## config.mk

```make
export PLATFORM = sky130hd
export DESIGN_NAME = program_counter
export DESIGN_NICKNAME = d
export VERILOG_FILES = /design/src/rtl/cpu_pkg.sv /design/src/rtl/program_counter.sv
export SDC_FILE = /design/constraint.sdc
export NUM_CORES = 1
export LEC_CHECK = 0
export BUFFER_PORTS_ARGS = -buffer_cell sky130_fd_sc_hd__clkbuf_2
export CAP_MARGIN = 20
export CORE_AREA = 2 2 39 41
export CTS_BUF_LIST = sky130_fd_sc_hd__clkbuf_16
export DETAILED_ROUTE_END_ITERATION = 10
export DIE_AREA = 0 0 41 43
export SLEW_MARGIN = 40
export SYNTH_ARGS = -nofsm -noshare
export SYNTH_HDL_FRONTEND = slang
export SYNTH_SLANG_ARGS = --single-unit
```

## constraint.sdc

```tcl
create_clock -name clk -period 1.7 [get_ports clk]
set_input_delay 0.17 -clock clk [delete_from_list [all_inputs] [get_ports clk]]
set_output_delay 0.17 -clock clk [all_outputs]
set_load 0.01 [all_outputs]
```

## src/rtl/cpu_pkg.sv

```systemverilog
// rtl/cpu_pkg.sv - shared CPU datapath widths and address type
package cpu_pkg;

   localparam int ADDR_W = 8;

   typedef logic [ADDR_W-1:0] addr_t;

endpackage

```

## src/rtl/program_counter.sv

```systemverilog
// rtl/program_counter.sv - loadable incrementing program counter
// Priority each edge: reset, then load, then inc, otherwise hold.
module program_counter
   import cpu_pkg::*;
#(
   parameter int          WIDTH     = ADDR_W,
   parameter int unsigned RESET_VAL = 0,
   parameter int unsigned STEP      = 1
) (
   input  logic             clk,
   input  logic             reset,
   input  logic [WIDTH-1:0] data_in,
   input  logic             load,
   input  logic             inc,
   output logic [WIDTH-1:0] data_out
);

   // Parameters are truncated to the counter width; sums wrap modulo 2^WIDTH.
   localparam logic [WIDTH-1:0] RESET_V = WIDTH'(RESET_VAL);
   localparam logic [WIDTH-1:0] STEP_V  = WIDTH'(STEP);

   logic [WIDTH-1:0] count;
   logic [WIDTH-1:0] count_next;

   always_comb begin
      count_next = count;
      if (load) begin
         count_next = data_in;
      end else if (inc) begin
         count_next = count + STEP_V;
      end
   end

   always_ff @(posedge clk) begin
      if (reset) begin
         count <= RESET_V;
      end else begin
         count <= count_next;
      end
   end

   assign data_out = count;

endmodule

```

==> results.md <==
* Status: finished clean
* Vias in the first global route at 408
* Fin crit period at 1.315 ns
* Cts hold-fix bufs at 0
* # DRC at 0
* Antenna Nets Post-Route at 0
* Routed via count at 451
* Rows at 14
* Worst rel slew slack at 0.8308
* First-pass GRT wire length at 1607 microns
* Sequential-to-total area share from yosys stat at 0.3450
* DR vias/cell at 5.067
* Largest family of logic cells by synthesized area: simple AND/OR/NAND/NOR gates
* Share of layout cells above drive strength 1 at 0.3288
* Required @ worst endpoint at 1.81 ns
* CORE AREA at 1384 sq um
* Synth Area in Compound Gates at 0.1806
* Seq cells post-synth at 8
* Highest clock rate at 760.6 MHz
* Worst-Skew Late Latency at 0.23 ns
* Port Buf Inserts at 19
* Drt first pass iters at 4
* R2R depth at 4
* Max-cap violations at 0
* Clock tree sinks at 8
* Worst Setup End Kind: flop
* Power, Total at 0.0007011 W
* Post-CTS Setup Bufs at 0
* Critical path peak fanout at 5
* Placer Congestion at 0.7149
* Clock buffer count from CTS at 3
* Peak VDD IR at 500.9 uV
* Final Hold Fails at 0
* DRT iter0 DRCs at 9
* Crit Path Class: reg2reg
* Fin crit share at 0.7734
* Fin Hold WS at 0.1738 ns
* Clock Tree Buf Depth at 2
* Most frequent cells in the layout: clkbuf_2 (19), dfxtp_1 (8), nor2_1 (5)
* Max reg flops at 8
* Critical Path Sink: data_out[6]
* Post-Synth XOR/XNOR Area at 0.07547
* R2R Path Start: data_out[0]
* Most common cell after layout, fill and taps aside: clkbuf_2
* Final wirelength at 1012 microns
* RSZ-0062 raised after global routing: false
* Root Buffer: clkbuf_16
* Initial antenna violation count at 0
* Max-slew violations at 0
* R2R setup slack at 0.39 ns
* CTS HTree Levels at 1
* Leak at 0.2757 nW
* Warnings from Yosys at 0
* Synthesized-area fraction occupied by adder cells at 0.02695
* Synth Instances at 53
* Clk_skew at 0.002437 ns
* Die height at 43 microns
* Final setup viols at 0
* Nets at 88
* Hold Path Class: in2reg
* Total grt overflow at 0
* Post-CTS sizing at 0
* CTS clk-pin slew, worst paths at 0.04 ns
* Synth Cell Area at 464.2 sq um
* Pwr Density at 1097 nW/um^2
* Synth async-reset ratio at 0
* Critical Path Start Type: flop
* # IOs at 20
* Worst Setup SP: data_out[0]
* Syn nets at 66
* Post-Route Setup TNS at 0 ns
* Synth Flop Type: dfxtp_1
* Die area at 1763 sq um
* Post-synthesis simple-gate area fraction at 0.2399
* Cell variety after synth at 22
* CTS tree: yes
* Area Overhead vs Synth at 37.74%
* Synthesized area per cell at 8.758 sq um
* Antenna fix cells at 0
* DPL Wire Length at 764.6 microns
* Per-cell routed wire length at 11.37 microns
* Die width at 41 microns
* Largest net degree at the start of global routing at 11
* Mux share of post-synthesis cell area at 0.06739
* Number of flops mapped to enable cells by yosys at 0
* Worst slew pin tran at 0.2532 ns
* Total Routing Usage GR at 0.1355
* Arr. time, crit path at 1.43 ns
* Reg-to-reg endpoint: data_out[6]
* Initial Utilization at 0.3354
-- metrics by stage --
step	cell area [sq um]	util	setup slack, ns	instances
floorplan	464.2	-	0.4215	53
global placement	564.3	0.4078	0.3287	86
detailed placement	564.3	0.4078	0.3111	86
CTS	639.4	0.4620	0.3852	89
global route	639.4	0.4620	0.2758	89
finish	639.4	0.4620	0.3852	89
-- cells in the mapped netlist (2+ instances only) --
| master | n | area [sq um] |
|---|---|---|
| nor2_1 | 5 | 18.77 |
| nand4_1 | 3 | 18.77 |
| inv_1 | 2 | 7.510 |
| a21oi_1 | 3 | 15.01 |
| a211oi_1 | 3 | 22.52 |
| nand3_1 | 3 | 15.01 |
| or4_1 | 2 | 15.01 |
| nor3b_1 | 3 | 22.52 |
| o211ai_1 | 4 | 30.03 |
| dfxtp_1 | 8 | 160.2 |
| mux2i_1 | 2 | 20.02 |
| nand2_1 | 2 | 7.510 |
| xor2_1 | 4 | 35.03 |
-- cell families after synthesis --
group | after synthesis
AO/OA/AOI/OAI | 12
adder cells (fa/ha/maj) | 1
XOR/XNOR | 4
flip-flops | 8
AND/OR/NAND/NOR | 20
multiplexers | 3
buffers and inverters | 5
-- per-layer routing --
layer,GRT usage,vias up,share of wire
li1,-,236,-
met1,0.1736,198,0.45
met2,0.1969,15,0.46
met3,0.03141,2,0.062
met4,0.08000,0,0.018
met5,0,-,0
-- worst min path at each step --
| stage | cells past startpoint | start | slack (ns) | to |
|---|---|---|---|---|
| 6_report | 3 | data_in[1] | 0.17 | data_out[1] |
| 5_1_grt | 3 | data_in[1] | 0.20 | data_out[1] |
| 4_1_cts | 3 | data_in[1] | 0.18 | data_out[1] |
| 3_5_place_dp | 3 | data_in[1] | 0.42 | data_out[1] |
| 3_3_place_gp | 3 | data_in[0] | 0.41 | data_out[0] |
| 2_1_floorplan | 2 | data_in[1] | 0.32 | data_out[1] |
-- critical path, cell delays in order (launching register included) --
cell	delay, ns
dfxtp_1	0.41
ha_1	0.22
nand3_1	0.11
o21a_1	0.21
o31a_1	0.24
-- final cells by class --
class | instances | area, sq um
Tap cell | 16 | 20.02
Multi-Input combinational cell | 40 | 274.0
Inverter | 2 | 7.507
Timing Repair Buffer | 20 | 102.6
Fill cell | 155 | 744.5
Sequential cell | 8 | 160.2
Clock buffer | 3 | 75.07
-- where the power goes --
group	internal, W	switching (W)	leakage, nW
clock network	0.000304	0.0000952	0.0370
logic	0.0000410	0.0000399	0.172
registers	0.000203	0.0000186	0.0664
No activity file was read; power rests on OpenSTA's default activity.
